<file path="src/rtl/clock_set_controller_pkg.sv">
// Shared types and constants for the run/pause/time-set clock controller.
package clock_ctrl_pkg;

  // Mode encoding is visible on the mode output, so the values are fixed.
  typedef enum logic [1:0] {
    RUN     = 2'd0,
    PAUSE   = 2'd1,
    SET_MIN = 2'd2,
    SET_SEC = 2'd3
  } state_t;

  localparam logic [5:0] MAX_SEC = 6'd59;
  localparam logic [5:0] MAX_MIN = 6'd59;

  // Increment with wrap to zero after max_v.
  function automatic logic [5:0] inc_wrap(input logic [5:0] v, input logic [5:0] max_v);
    return (v == max_v) ? 6'd0 : v + 6'd1;
  endfunction

  function automatic logic is_set(input state_t s);
    return (s == SET_MIN) || (s == SET_SEC);
  endfunction

endpackage

</file>
<file path="src/rtl/clock_set_controller_if.sv">
// Button inputs and display-facing outputs of the clock controller.
interface clock_set_controller_if;
  logic       btn_run;
  logic       btn_mode;
  logic       btn_up;
  logic [5:0] seconds;
  logic [5:0] minutes;
  logic [1:0] mode;
  logic       blank_min;
  logic       blank_sec;

  modport master (
    output btn_run, btn_mode, btn_up,
    input  seconds, minutes, mode, blank_min, blank_sec
  );

  modport slave (
    input  btn_run, btn_mode, btn_up,
    output seconds, minutes, mode, blank_min, blank_sec
  );
endinterface

</file>
<file path="src/rtl/clock_set_controller_button_conditioner.sv">
// Synchronizes, debounces and edge-detects one raw push-button into a 1-cycle press pulse.
module button_conditioner #(
  parameter int DEBOUNCE_CYCLES = 1_000_000
) (
  input  logic clock,
  input  logic reset,
  input  logic btn,
  output logic press
);
  localparam int                CNT_W    = $clog2(DEBOUNCE_CYCLES + 1);
  localparam logic [CNT_W-1:0]  CNT_LAST = CNT_W'(DEBOUNCE_CYCLES - 1);

  logic             sync1, sync2;
  logic             level, level_d;
  logic             block;
  logic [CNT_W-1:0] cnt;

  // Two-flop synchronizer for the asynchronous pin.
  // NOTE: these flops are intentionally not reset so they keep tracking the pin
  // while reset is held; that is how a button held through reset is recognized.
  always_ff @(posedge clock) begin
    sync1 <= btn;
    sync2 <= sync1;
  end

  // Debounce counter, hold-off after reset, and rising-edge press pulse.
  // NOTE: every sequential assignment uses <= so all flops see pre-edge values.
  always_ff @(posedge clock) begin
    if (reset) begin
      cnt     <= '0;
      level   <= 1'b0;
      level_d <= 1'b0;
      block   <= 1'b1;
      press   <= 1'b0;
    end else begin
      level_d <= level;
      press   <= level & ~level_d & ~block;
      // Presses are re-enabled only once the button is seen released.
      if (!level && !sync2) block <= 1'b0;
      if (sync2 != level) begin
        if (cnt == CNT_LAST) begin
          level <= sync2;
          cnt   <= '0;
        end else begin
          cnt <= cnt + 1'b1;
        end
      end else begin
        cnt <= '0;
      end
    end
  end

endmodule

</file>
<file path="src/rtl/clock_set_controller.sv">
// Run/pause/time-set controller: button conditioning, 1 Hz prescaler, mode FSM,
// minutes/seconds registers and set-mode blink.
module clock_set_controller
  import clock_ctrl_pkg::*;
#(
  parameter int CLK_HZ          = 100_000_000,
  parameter int DEBOUNCE_CYCLES = 1_000_000
) (
  input logic                   clock,
  input logic                   reset,
  clock_set_controller_if.slave bus
);
  localparam int               PRE_W    = $clog2(CLK_HZ);
  localparam logic [PRE_W-1:0] PRE_LAST = PRE_W'(CLK_HZ - 1);
  localparam logic [PRE_W-1:0] HALF     = PRE_W'(CLK_HZ / 2);

  logic             run_p, mode_p, up_p;
  state_t           state, state_next;
  logic [PRE_W-1:0] presc;
  logic [PRE_W-1:0] blink, blink_next;
  logic             tick;
  logic [5:0]       sec, min;
  logic             blank_min_q, blank_sec_q;

  button_conditioner #(.DEBOUNCE_CYCLES(DEBOUNCE_CYCLES)) u_run (
    .clock(clock), .reset(reset), .btn(bus.btn_run), .press(run_p));
  button_conditioner #(.DEBOUNCE_CYCLES(DEBOUNCE_CYCLES)) u_mode (
    .clock(clock), .reset(reset), .btn(bus.btn_mode), .press(mode_p));
  button_conditioner #(.DEBOUNCE_CYCLES(DEBOUNCE_CYCLES)) u_up (
    .clock(clock), .reset(reset), .btn(bus.btn_up), .press(up_p));

  assign tick = (state == RUN) && (presc == PRE_LAST);

  // Next mode: run press dominates, mode press steps PAUSE -> SET_MIN -> SET_SEC -> PAUSE.
  always_comb begin
    // NOTE: default first so every path assigns state_next and no latch is inferred.
    state_next = state;
    if (run_p) begin
      state_next = (state == RUN) ? PAUSE : RUN;
    end else if (mode_p) begin
      case (state)
        PAUSE:   state_next = SET_MIN;
        SET_MIN: state_next = SET_SEC;
        SET_SEC: state_next = PAUSE;
        default: state_next = state;
      endcase
    end
  end

  // Blink phase: runs only while staying in a SET state, restarts on entry.
  always_comb begin
    blink_next = '0;
    if (is_set(state_next) && (state_next == state))
      blink_next = (blink == PRE_LAST) ? '0 : blink + 1'b1;
  end

  // Mode register.
  always_ff @(posedge clock) begin
    if (reset) state <= PAUSE;
    else       state <= state_next;
  end

  // 1 Hz prescaler, held at zero outside RUN.
  always_ff @(posedge clock) begin
    if (reset || state != RUN) presc <= '0;
    else if (presc == PRE_LAST) presc <= '0;
    else                        presc <= presc + 1'b1;
  end

  // Blink counter and registered blanking outputs.
  always_ff @(posedge clock) begin
    if (reset) begin
      blink       <= '0;
      blank_min_q <= 1'b0;
      blank_sec_q <= 1'b0;
    end else begin
      blink       <= blink_next;
      blank_min_q <= (state_next == SET_MIN) && (blink_next >= HALF);
      blank_sec_q <= (state_next == SET_SEC) && (blink_next >= HALF);
    end
  end

  // Time registers: count on tick in RUN, or step the selected field on up.
  always_ff @(posedge clock) begin
    if (reset) begin
      sec <= '0;
      min <= '0;
    end else if (tick) begin
      sec <= inc_wrap(sec, MAX_SEC);
      if (sec == MAX_SEC) min <= inc_wrap(min, MAX_MIN);
    end else if (up_p && state == SET_MIN) begin
      min <= inc_wrap(min, MAX_MIN);
    end else if (up_p && state == SET_SEC) begin
      sec <= inc_wrap(sec, MAX_SEC);
    end
  end

  assign bus.seconds   = sec;
  assign bus.minutes   = min;
  assign bus.mode      = state;
  assign bus.blank_min = blank_min_q;
  assign bus.blank_sec = blank_sec_q;

endmodule

</file>
<file path="src/flat_wrapper.sv">
// flat-port wrapper written by rule: the top's interface ports become plain ports
module clock_set_controller_flat import clock_ctrl_pkg::*;
#(
  parameter int CLK_HZ          = 100_000_000,
  parameter int DEBOUNCE_CYCLES = 1_000_000
)
  (clock, reset, bus_btn_run, bus_btn_mode, bus_btn_up, bus_seconds, bus_minutes, bus_mode, bus_blank_min, bus_blank_sec);
  clock_set_controller_if bus_i ();
  input logic clock;
  input logic reset;
  input wire logic [$bits(bus_i.btn_run)-1:0] bus_btn_run;
  input wire logic [$bits(bus_i.btn_mode)-1:0] bus_btn_mode;
  input wire logic [$bits(bus_i.btn_up)-1:0] bus_btn_up;
  output wire logic [$bits(bus_i.seconds)-1:0] bus_seconds;
  output wire logic [$bits(bus_i.minutes)-1:0] bus_minutes;
  output wire logic [$bits(bus_i.mode)-1:0] bus_mode;
  output wire logic [$bits(bus_i.blank_min)-1:0] bus_blank_min;
  output wire logic [$bits(bus_i.blank_sec)-1:0] bus_blank_sec;
  assign bus_i.btn_run = bus_btn_run;
  assign bus_i.btn_mode = bus_btn_mode;
  assign bus_i.btn_up = bus_btn_up;
  assign bus_seconds = bus_i.seconds;
  assign bus_minutes = bus_i.minutes;
  assign bus_mode = bus_i.mode;
  assign bus_blank_min = bus_i.blank_min;
  assign bus_blank_sec = bus_i.blank_sec;
  clock_set_controller #(.CLK_HZ(CLK_HZ), .DEBOUNCE_CYCLES(DEBOUNCE_CYCLES)) u_core (.clock(clock), .reset(reset), .bus(bus_i));
endmodule
</file>
<file path="config.mk">
export PLATFORM = sky130hd
export DESIGN_NAME = clock_set_controller_flat
export DESIGN_NICKNAME = d
export VERILOG_FILES = /design/src/rtl/clock_set_controller_pkg.sv /design/src/rtl/clock_set_controller_if.sv /design/src/rtl/clock_set_controller_button_conditioner.sv /design/src/rtl/clock_set_controller.sv /design/src/flat_wrapper.sv
export SDC_FILE = /design/constraint.sdc
export NUM_CORES = 1
export LEC_CHECK = 0
export BUFFER_PORTS_ARGS = -buffer_cell sky130_fd_sc_hd__buf_2
export CAP_MARGIN = 25
export CORE_MARGIN = 1.5
export CORE_UTILIZATION = 60
export DETAILED_ROUTE_END_ITERATION = 16
export PLACE_DENSITY = 0.86
export REMOVE_ABC_BUFFERS = 1
export SLEW_MARGIN = 20
export SYNTH_ARGS = -nofsm -noshare
export SYNTH_HDL_FRONTEND = slang
export SYNTH_SLANG_ARGS = --single-unit
</file>
<file path="constraint.sdc">
create_clock -name clock -period 3.36 [get_ports clock]
set_input_delay 0.336 -clock clock [delete_from_list [all_inputs] [get_ports clock]]
set_output_delay 0.336 -clock clock [all_outputs]
set_load 0.02 [all_outputs]
</file>
==> results.cfg, run 1 <==
[grt]
grt.total_usage_pct = 23.9
grt_pass1_wl_um = 22100
antenna_found_initial = 0
grt_max_degree = 21
grt_pass1_vias = 5032
grt-ovfl-total = 0

[placement]
gp_congestion = 0.914
pre_cts_ws_ps = 831
hpwl_um = 8520
port_buffers = 20

[setup_path]
worstSetupPathType = reg -> reg
critPathLaunchType = flop
worstPathMaxFanout = 6
end_kind = flop
worst_path_largest_cell_delay_ps = 570
required_ps = 3820
arrival_ps = 3050
worstPathCellList = ha_1 > nand2_1 > or3_4 > nor4_4 > mux2i_1 > nand2b_4 > o41ai_4 > nor2_1
r2r_cells = 8
slowest_stage = mux2i_1

[sta]
hold_viol = 0
finalSetupTns_ps = 0
fin_crit_sh_pct = 77.1
finalSetupViolCount = 0
slew_viol_final = 0
finClkSkew_ps = 10.1
worstMarginPinSlew_ps = 787
max_freq_mhz = 386
rsz0062_at_grt = false
period_needed_ps = 2590
maxSlewHeadroom_pct = 47.4
timing.final.ws_setup_ps = 768

[clock_tree]
cts_hold_buf = 3
cts.clk_slew.worst_paths_ps = 60
numClockSinks = 148
cts_made_buffers = 17
clk_latency_ps = 530
ctsResizeCount = 0
cts_buffer_depth = 2
htree_levels = 4
cts-root-buf = clkbuf_8
postCtsSetupRepairBufs = 0
cts_tree = built

[detailed_routing]
vias_per_cell = 5.60
avgRoutedWirePerCell_um = 14.1
first_pass_iters = 5
drt_iter0_markers = 344
drcViolationCount = 0
routed_wl_um = 12800
ant_nets = 0
vias = 5092

[finish]
fin_nets = 778
areaGrowthSynthToFinish_pct = 12.5
antenna_cells = 0
drive_gt1_share_pct = 9.96

[synth]
async_reset_ff_share_pct = 0
synth_edf_count = 0
yosys.area.top_type = dfxtp_1
synth-seq-area-share_pct = 45.4
yosysUniqueCellTypes = 53
syn_area_um2 = 6530
ys_top_cells_by_area = dfxtp_1, nor2_1, xnor2_1
synthesis.instances = 734
yosysWarnings = 0
ys.flop_type = dfxtp_1
synth_top_area_share_pct = 45.4
synth_area_per_cell_um2 = 8.90
ys_ff_latch = 148

[run_status]
outcome = completed

[floorplan]
io_pins = 21
initial_core_util_pct = 62.4
die_area_um2 = 11500
die_h_um = 107
core.rowCount = 37
die_w_um = 107
core_um2 = 10500

[power_and_ir_drop]
worst_ir_drop_vdd_mv = 0.402
power.leakage_nw = 2.62
power_density_nw_per_um2 = 493

[hold_path]
hp-class = in -> reg
hold_path_depth = 2

[run]
drv_cap = 0
metrics by stage:
stage	util (%)	area, um2	power, mW	hold WS (ps)	instances
6_report	70.2	7340	3.62	157	909
5_1_grt	70.2	7340	3.74	151	909
4_1_cts	70.2	7340	3.64	146	909
3_5_place_dp	64.4	6740	1.84	329	874
3_3_place_gp	64.4	6740	1.84	336	874
2_1_floorplan	-	6450	1.83	310	716
final timing paths:
| path | start | endpoint | slack (ps) |
|---|---|---|---|
| worst max-delay path | u_core.presc[0] | u_core.bus.minutes[0] | 770 |
| worst min-delay path | reset | u_core.u_mode.level_d | 160 |
| worst max register to register | u_core.presc[0] | u_core.bus.minutes[0] | 770 |
| worst min register to register | u_core.u_run.sync1 | u_core.u_run.sync2 | 340 |
synthesized netlist by cell type (2+ instances only):
library cell,instances
nor2_1,157
dfxtp_1,148
xnor2_1,57
xor2_1,55
nand2_1,49
nand3_1,49
and3_1,25
inv_1,25
nand4_1,22
nor3_1,18
clkbuf_1,13
ha_1,13
nor4_1,10
mux2i_1,9
a21oi_1,7
o21ai_0,7
and4_1,5
nand3b_1,5
nor4b_1,5
a31oi_1,4
buf_2,4
nand3_2,4
or3_1,4
nor2b_1,3
a211oi_1,2
and2_1,2
nand2b_1,2
nor3_2,2
nor4_4,2
o31ai_1,2
or4_1,2
cell usage in the layout (no fill, tap or decap), drive strengths merged, types with 20 or more instances in the layout:
cell type / instances
inv: 26
nor3: 20
nor2: 158
dfxtp: 148
nand2: 50
and3: 25
buf: 22
xnor2: 57
nand3: 53
xor2: 55
nand4: 24
cell type report:
class | count | area, um2
multi-input combinational | 542 | 3390
fill | 750 | 3120
sequential | 148 | 2960
clock buffer | 19 | 442
tap | 136 | 170
timing repair buffer | 25 | 145
clock inverter | 13 | 133
inverter | 26 | 97.6
cell families (layout without fill, tap and decap cells):
family                   count (synthesis)  count (layout)  share of synthesized area [%]
AO/OA/AOI/OAI                           27              27                           3.26
XOR/XNOR                               112             112                           15.0
adder cells (fa/ha/maj)                 13              13                           2.49
buffers and inverters                   44              83                           2.66
flip-flops                             148             148                           45.4
multiplexers                             9               9                           1.38
AND/OR/NAND/NOR                        381             381                           29.8
power by group:
part	total, mW	internal [mW]	leakage [nW]	switching (mW)
combinational	0.0355	0.0111	1.14	0.0245
clock	1.82	1.09	0.288	0.723
sequential	1.77	1.77	1.20	0.00602
total	3.62	2.87	2.62	0.754
state kept, by name, indices dropped and copies added (netlist names), 2 cells and up:
| register | cells |
|---|---|
| u_core.u_mode.cnt | 20 |
| u_core.bus.seconds | 6 |
| u_core.u_run.cnt | 20 |
| u_core.bus.minutes | 6 |
| u_core.bus.mode | 2 |
| u_core.u_up.cnt | 20 |
| u_core.blink | 27 |
| u_core.presc | 27 |
metal layers:
| metal | track usage (%) | part of all wire (%) | up-vias |
|---|---|---|---|
| met5 | 0 | 0 | - |
| met2 | 40.5 | 50 | 135 |
| met4 | 10.9 | 2.3 | 0 |
| met3 | 5.81 | 4.1 | 35 |
| met1 | 28.5 | 44 | 2384 |
| li1 | - | - | 2538 |
critical path: cells and delay by family (launching register included):
family	cells	cell delay [ps]
fa+ha+maj	1	230
flops	1	370
simple gates	5	1260
mux	1	570
compound gates	1	90
Note: power is estimated with default switching activity, not from simulation.
==> run 2, diff against run 1 <==
==> constraint.sdc (replaced) <==
create_clock -name clock -period 2.4 [get_ports clock]
set_input_delay 0.24 -clock clock [delete_from_list [all_inputs] [get_ports clock]]
set_output_delay 0.24 -clock clock [all_outputs]
set_load 0.02 [all_outputs]
==> run 2 against run 1 <==
Effect of this change:
- via count rose by 1.6%
- clock power increased by 44%
- clock-buffer cell count rose by 2
- wire length up 4.4%
- die area is the same
- setup slack got worse by 620 ps
- global-route usage increased by 1.0 points
- largest cell class unchanged
- highest routed layer unchanged
==> results.cfg, run 2 (synthesis results as in run 1) <==
[finish]
areaGrowthSynthToFinish_pct = 15.9
fill_cells = 720
top_regs = u_core.blink x27, u_core.presc x27
fin_util_pct = 72.4
final_area_um2 = 7570
final_common_cell = nor2_1
fin_nets = 795
drive_gt1_share_pct = 13.6
antenna_cells = 0
final_cell_mix = nor2_1, dfxtp_1, xnor2_1

[setup_path]
worstSetupPathType = reg -> reg
critPathLaunchType = flop
arrival_ps = 2720
required_ps = 2860
worstPathMaxFanout = 6
end_kind = flop

[placement]
gp_congestion = 0.873
port_buffers = 20
hpwl_um = 8990
placed_area_um2 = 6880

[sta]
worstMarginPinSlew_ps = 518
finalSetupTns_ps = 0
max_freq_mhz = 444
finClkSkew_ps = 6.37
finalSetupViolCount = 0
hold_viol = 0
maxSlewHeadroom_pct = 65.2
rsz0062_at_grt = false
fin_crit_sh_pct = 93.8
slew_viol_final = 0
period_needed_ps = 2250

[hold_path]
hp-class = in -> reg

[clock_tree]
cts_tree = built
cts_made_buffers = 17
htree_levels = 4
postCtsSetupRepairBufs = 0
cts_buffer_depth = 2
cts-root-buf = clkbuf_8
cts.clk_slew.worst_paths_ps = 60
clk_latency_ps = 530
numClockSinks = 148

[power_and_ir_drop]
power_density_nw_per_um2 = 681
worst_ir_drop_vdd_mv = 0.472
power.leakage_nw = 2.72

[detailed_routing]
vias = 5176
drcViolationCount = 0
vias_per_cell = 5.60
first_pass_iters = 4
routed_wl_um = 13400
ant_nets = 0
avgRoutedWirePerCell_um = 14.5
drt_iter0_markers = 287

[grt]
grt.total_usage_pct = 24.9
grt_max_degree = 30
grt_pass1_vias = 5063
grt_pass1_wl_um = 22800
antenna_found_initial = 0
grt-ovfl-total = 0

[floorplan]
core.rowCount = 37
die_w_um = 107
die_area_um2 = 11500
initial_core_util_pct = 62.4
io_pins = 21
core_um2 = 10500
die_h_um = 107

[run]
drv_cap = 0

[run_status]
outcome = completed
[run 2: cell types whose count changed in the layout (fill, tap and decap cells not counted), moves of 2 or more]
cell / before / now
ha_1: 13 / 11
buf_4: 2 / 18
dfxtp_1: 148 / 142
dfxtp_2: 0 / 5
clkinv_2: 6 / 3
clkinv_4: 3 / 1
[run 2: final timing paths]
kind / from / end / slack [ps] / depth (start not counted)
max: u_core.presc[0] / u_core.bus.seconds[5] / 150 / 8
min: reset / u_core.bus.minutes[1] / 60 / 2
max reg2reg: u_core.presc[0] / u_core.bus.seconds[5] / 150 / 8
min reg2reg: u_core.u_run.sync1 / u_core.u_run.sync2 / 340 / 0
[run 2: repair_timing]
item / 4_1_cts / 5_1_grt
resized for setup: 1 / 19
pin swaps: 0 / 3
endpoints found under the hold margin: 3 / 0
endpoints found under the setup margin: 1 / 9
hold buffers: 3 / 0
[run 2: cell type report]
cell class / count / area [um2] / area share, %
inverter: 26 / 97.6 / 1.29
multi-input combinational: 542 / 3460 / 45.7
clock inverter: 9 / 129 / 1.70
tap: 136 / 170 / 2.25
sequential: 148 / 2970 / 39.3
clock buffer: 21 / 459 / 6.07
timing repair buffer: 42 / 285 / 3.77
[run 2: where the power goes]
group / total, mW / internal [mW] / switching, mW
clock: 2.62 / 1.65 / 0.972
combinational: 0.0550 / 0.0197 / 0.0352
sequential: 2.48 / 2.47 / 0.00863
[run 2: routing by layer]
metal / GRT usage [%] / part of all wire (%)
met2: 42.7 / 50
met3: 6.23 / 4.0
met5: 0 / 0
met1: 29.1 / 43
met4: 11.7 / 2.3
[run 2: critical path, stage by stage (launching register included)]
cell and delay, ps:
dfxtp_4 370, ha_4 150, nand2_1 80, or3_4 420
nor4_4 320, o21bai_4 210, nand4_2 170, or3_1 330
a21oi_1 140
[run 2: metrics by stage]
stage / instances / total power, mW / setup WS (ps) / hold slack [ps]
2_1_floorplan: 716 / 2.56 / 71.8 / 268
3_3_place_gp: 891 / 2.58 / 171 / 329
5_1_grt: 924 / 5.31 / 11.9 / 62.4
3_5_place_dp: 891 / 2.58 / -21.3 / 323
6_report: 924 / 5.16 / 148 / 60.5
4_1_cts: 924 / 5.19 / 28.9 / 54.0
